### config.mk
export PLATFORM = sky130hd
export DESIGN_NAME = i2c_slave
export DESIGN_NICKNAME = d
export VERILOG_FILES = /design/src/rtl/i2c_slave.sv
export SDC_FILE = /design/constraint.sdc
export NUM_CORES = 1
export LEC_CHECK = 0
export CAP_MARGIN = 5
export CORE_MARGIN = 1.5
export CORE_UTILIZATION = 55
export DETAILED_ROUTE_END_ITERATION = 8
export PLACE_DENSITY_LB_ADDON = 0.15
export SLEW_MARGIN = 10
export SYNTH_ARGS = -nofsm -noshare
export SYNTH_HDL_FRONTEND = slang
export SYNTH_SLANG_ARGS = --single-unit
export TNS_END_PERCENT = 1
### constraint.sdc
create_clock -name clk -period 3.4 [get_ports clk]
set_clock_uncertainty 0.15 [all_clocks]
set_input_delay 0.51 -clock clk [delete_from_list [all_inputs] [get_ports clk]]
set_output_delay 0.51 -clock clk [all_outputs]
set_load 0.01 [all_outputs]
### src/rtl/i2c_slave.sv
// I2C target: 7-bit addressed byte receiver/transmitter sampling an asynchronous bus on clk.
// SDA is only ever pulled low (open drain); all bus edges come from synchronized copies.
module i2c_slave #(
    parameter logic [6:0] SLAVE_ADDR = 7'h50
) (
    input  logic       clk,
    input  logic       reset,
    input  logic       i2c_scl,
    input  logic       i2c_sda,
    output logic       sda_pull_low,
    output logic [7:0] rx_data,
    output logic       rx_valid,
    input  logic [7:0] tx_data,
    output logic       tx_req,
    output logic       busy
);

    typedef enum logic [2:0] {
        StIdle,
        StAddr,
        StAddrAck,
        StWrite,
        StWriteAck,
        StRead,
        StReadAck
    } state_e;

    // [1:0] are the synchronizer, [2] is the delayed copy for edge detection
    logic [2:0] scl_sync_q, sda_sync_q;
    logic       scl_s, scl_d, sda_s, sda_d;
    logic       scl_rise, scl_fall, start_det, stop_det;

    state_e     state_q, state_d;
    logic [2:0] bit_cnt_q, bit_cnt_d;
    logic [7:0] shift_q, shift_d;
    logic       rw_q, rw_d;
    logic       pull_q, pull_d;
    logic [7:0] rx_data_q, rx_data_d;
    logic       rx_valid_q, rx_valid_d;
    logic       tx_req_q, tx_req_d;
    logic       ack_q, ack_d;

    always_ff @(posedge clk or negedge reset) begin
        if (!reset) begin
            scl_sync_q <= 3'b111;
            sda_sync_q <= 3'b111;
        end else begin
            scl_sync_q <= {scl_sync_q[1:0], i2c_scl};
            sda_sync_q <= {sda_sync_q[1:0], i2c_sda};
        end
    end

    assign scl_s     = scl_sync_q[1];
    assign scl_d     = scl_sync_q[2];
    assign sda_s     = sda_sync_q[1];
    assign sda_d     = sda_sync_q[2];
    assign scl_rise  = scl_s & ~scl_d;
    assign scl_fall  = ~scl_s & scl_d;
    assign start_det = scl_s & scl_d & ~sda_s & sda_d;
    assign stop_det  = scl_s & scl_d & sda_s & ~sda_d;

    always_comb begin
        state_d    = state_q;
        bit_cnt_d  = bit_cnt_q;
        shift_d    = shift_q;
        rw_d       = rw_q;
        pull_d     = pull_q;
        rx_data_d  = rx_data_q;
        rx_valid_d = 1'b0;
        tx_req_d   = 1'b0;
        ack_d      = ack_q;

        if (stop_det) begin
            state_d   = StIdle;
            pull_d    = 1'b0;
            bit_cnt_d = 3'd0;
            ack_d     = 1'b0;
        end else if (start_det) begin
            state_d   = StAddr;
            pull_d    = 1'b0;
            bit_cnt_d = 3'd0;
            ack_d     = 1'b0;
        end else begin
            unique case (state_q)
                StIdle: ;
                StAddr: begin
                    if (scl_rise) begin
                        shift_d   = {shift_q[6:0], sda_s};
                        bit_cnt_d = bit_cnt_q + 3'd1;
                        if (bit_cnt_q == 3'd7) begin
                            rw_d    = sda_s;
                            state_d = (shift_q[6:0] == SLAVE_ADDR) ? StAddrAck : StIdle;
                        end
                    end
                end
                // First falling edge starts the ACK, the second one ends it.
                StAddrAck: begin
                    if (scl_fall) begin
                        if (!pull_q) begin
                            pull_d = 1'b1;
                        end else if (rw_q) begin
                            shift_d  = tx_data;
                            tx_req_d = 1'b1;
                            pull_d   = ~tx_data[7];
                            state_d  = StRead;
                        end else begin
                            pull_d  = 1'b0;
                            state_d = StWrite;
                        end
                    end
                end
                StWrite: begin
                    if (scl_rise) begin
                        shift_d   = {shift_q[6:0], sda_s};
                        bit_cnt_d = bit_cnt_q + 3'd1;
                        if (bit_cnt_q == 3'd7) begin
                            rx_data_d  = {shift_q[6:0], sda_s};
                            rx_valid_d = 1'b1;
                            state_d    = StWriteAck;
                        end
                    end
                end
                StWriteAck: begin
                    if (scl_fall) begin
                        if (!pull_q) begin
                            pull_d = 1'b1;
                        end else begin
                            pull_d  = 1'b0;
                            state_d = StWrite;
                        end
                    end
                end
                StRead: begin
                    if (scl_fall) begin
                        bit_cnt_d = bit_cnt_q + 3'd1;
                        if (bit_cnt_q == 3'd7) begin
                            pull_d  = 1'b0;
                            state_d = StReadAck;
                        end else begin
                            shift_d = {shift_q[6:0], 1'b0};
                            pull_d  = ~shift_q[6];
                        end
                    end
                end
                // Next byte is fetched on the ACK rise but only driven after SCL falls.
                StReadAck: begin
                    if (scl_rise) begin
                        if (!sda_s) begin
                            shift_d  = tx_data;
                            tx_req_d = 1'b1;
                            ack_d    = 1'b1;
                        end else begin
                            state_d = StIdle;
                        end
                    end else if (scl_fall && ack_q) begin
                        ack_d   = 1'b0;
                        pull_d  = ~shift_q[7];
                        state_d = StRead;
                    end
                end
                default: state_d = StIdle;
            endcase
        end
    end

    always_ff @(posedge clk or negedge reset) begin
        if (!reset) begin
            state_q    <= StIdle;
            bit_cnt_q  <= 3'd0;
            shift_q    <= 8'h00;
            rw_q       <= 1'b0;
            pull_q     <= 1'b0;
            rx_data_q  <= 8'h00;
            rx_valid_q <= 1'b0;
            tx_req_q   <= 1'b0;
            ack_q      <= 1'b0;
        end else begin
            state_q    <= state_d;
            bit_cnt_q  <= bit_cnt_d;
            shift_q    <= shift_d;
            rw_q       <= rw_d;
            pull_q     <= pull_d;
            rx_data_q  <= rx_data_d;
            rx_valid_q <= rx_valid_d;
            tx_req_q   <= tx_req_d;
            ack_q      <= ack_d;
        end
    end

    assign sda_pull_low = pull_q;
    assign rx_data      = rx_data_q;
    assign rx_valid     = rx_valid_q;
    assign tx_req       = tx_req_q;
    assign busy         = (state_q != StIdle);

endmodule

==> run summary <==
layout cells sized above 1 - 22.65%
P_leak - 0.0008939 µW
Final ANT Viol Nets - 0
Total Wirelength - 3.687 mm
Synth Cell Area - 1729 µm²
fmax - 379.1 MHz
Slew headroom - 51.65%
die area - 3489 µm²
Max Cap Viol - 0
vias in the first global route - 1338
initial antenna violation count - 0
post-synth top area share - 39.07%
# rows - 20
post-cts sizing count - 0
Detailed Place HPWL - 2.558 mm
top cells by count, synth - 27 x dfrtp_1, 19 x mux2_2, 13 x nand2_1
Cells after Synth - 156
Async SR Flop Fraction - 100.0%
syn_nets - 170
CP startpoint kind - flop
final antenna diode count - 0
wire length per cell - 16.39 µm
worst vdd ir - 249.4 µV
# fillers - 238
CP Capture Type - output port
CP top delay family - flip-flops
Num CTS Buffers - 5
Final period util - 77.59%
Worst EP arrival - 1980 ps
Most Crowded Layer GR - met2
final setup violation count - 0
Synth Area per Inst - 11.08 µm²
crit path time final - 2638 ps
Ports - 24
H-tree levels - 2
CP peak stage delay - 770 ps
GRT Residual Overflow - 0
setup TNS - 0 ps
largest net degree at the start of global routing - 34
CTS Hold Bufs - 0
Slew Viols, Final - 0
count leader, synth - dfrtp_1
register area share after synthesis - 48.19%
Starting Density - 57.11%
vias - 1315
Synth Register Bits - 33
Die Ht - 59.07 µm
clk buf depth - 2
clock insertion delay at the later pin of the skew report - 360 ps
die width - 59.07 µm
Min-Delay Path Class - reg -> reg
TritonCTS clock tree - built
Setup WS post-layout - 761.8 ps
Post-synth EDFFs - 0
nets - 194
Final GP Congestion - 0.8651
leading area contributor after synthesis - dfrtp_1
number of port buffers - 23
Synth Flop Type - dfrtp_1
GR Util met3 - 5.459%
Remaining DRCs - 0
met2 GRT Util - 35.08%
DR vias/cell - 5.844
CP max FO - 22
Core ar. - 3028 µm²
status - completed
Synth-to-Final Area Change - 18.23%
Cell variety after synth - 49
CP cell instances - nor2_1 > nand2_1 > clkdlybuf4s50_1
RSZ-0062 raised after global routing - false
Pre-Repair DR Iteration Count - 4
crit path kind - reg -> out
Clk pin slew, worst setup/hold paths - 110 ps
GRT Resource Usage Total - 24.84%
Crit-path slowest cell - dfrtp_1
PwrDens - 351.8 nW/µm²
number of DRC markers after the initial detailed-route iteration - 76
clk sinks - 33
largest cells by area after synthesis - dfrtp_1 39%, mux2_2 12%, dfstp_2 9.1%, mux2i_1 3.5%, nand2_1 2.8%
flop2flop setup slack - 1000 ps
Critical Path RT - 2740 ps
met1 Resource Use GR - 33.95%
crit path buf inv count - 1
Worst Tran Pin Value - 722.5 ps
post-CTS setup buffer count - 0
CTS root buffer - clkbuf_4
Synth Warn # - 0
final hold vios - 0
global-route wire length before repair - 6.299 mm
dpl ws - 1050 ps
==> layout by cell type, fill, tap and decap left out, drive strengths merged, types with 2 or more instances in the layout <==
| cell type | netlist | routed |
|---|---|---|
| a21oi | 7 | 7 |
| a311oi | 2 | 2 |
| clkbuf | 1 | 5 |
| clkdlybuf4s50 | 0 | 23 |
| clkinvlp | 0 | 3 |
| dfrtp | 27 | 27 |
| dfstp | 6 | 6 |
| ha | 2 | 2 |
| inv | 5 | 5 |
| mux2 | 20 | 20 |
| mux2i | 6 | 6 |
| nand2 | 13 | 13 |
| nand2b | 5 | 5 |
| nand4b | 2 | 2 |
| nor2 | 10 | 10 |
| nor2b | 3 | 3 |
| nor3 | 4 | 4 |
| nor4 | 3 | 3 |
| o211ai | 2 | 2 |
| o21ai | 7 | 7 |
| o22ai | 2 | 2 |
| o2bb2ai | 2 | 2 |
==> cells by family after synthesis <==
logic type / synth area share [%]
flops: 48.19
xor+xnor: 1.448
fa+ha+maj: 1.447
mux: 16.50
simple gates: 16.28
compound gates: 12.88
buf+inv: 3.255
==> registers in the layout, indices dropped and copies added, names as in the netlist, 3 cells and up <==
| register | cells |
|---|---|
| rx_data | 8 |
| shift_q | 8 |
| bit_cnt_q | 3 |
| scl_sync_q | 3 |
| sda_sync_q | 3 |
| state_q | 3 |
==> power by group <==
part | internal, µW | switching (µW) | total [µW]
logic | 35.6 | 31.9 | 67.6
registers | 406 | 14.0 | 420
clock network | 79.7 | 152 | 232
total | 521 | 198 | 719
==> worst paths after layout <==
check	startpoint	endpoint	cells after the start
worst max-delay path	state_q[2]	busy	3
worst min-delay path	scl_sync_q[0]	scl_sync_q[1]	0
worst max register to register	state_q[1]	shift_q[1]	5
worst min register to register	scl_sync_q[0]	scl_sync_q[1]	0
max in group asynchronous	reset	scl_sync_q[2]	2
min in group asynchronous	reset	bit_cnt_q[0]	2
==> metrics by stage <==
step / std cells / hold slack [ps] / util, % / instance area [µm²] / total power, µW
5_1_grt: 225 / 215.3 / 67.52 / 2044 / 745.9
4_1_cts: 225 / 214.2 / 67.52 / 2044 / 724.4
6_report: 225 / 212.9 / 67.52 / 2044 / 719.3
3_5_place_dp: 217 / 197.2 / 65.54 / 1984 / 494.9
2_1_floorplan: 156 / 64.41 / - / 1729 / 462.5
3_3_place_gp: 217 / 196.1 / 65.54 / 1984 / 493.0
==> cell type report <==
type                       count  area, µm²  area share [%]
sequential                    33      833.3           40.76
tap                           44      55.05           2.693
inverter                       5      18.77          0.9180
timing repair buffer          24      237.7           11.63
clock inverter                 3      22.52           1.102
clock buffer                   5      37.54           1.836
multi-input combinational    111      839.6           41.06
==> routing by layer <==
metal,up-vias,share of wire [%]
met2,65,45
li1,617,-
met4,0,3.0
met5,-,0
met3,13,5.8
met1,620,46
(Power assumes the default switching activity.)
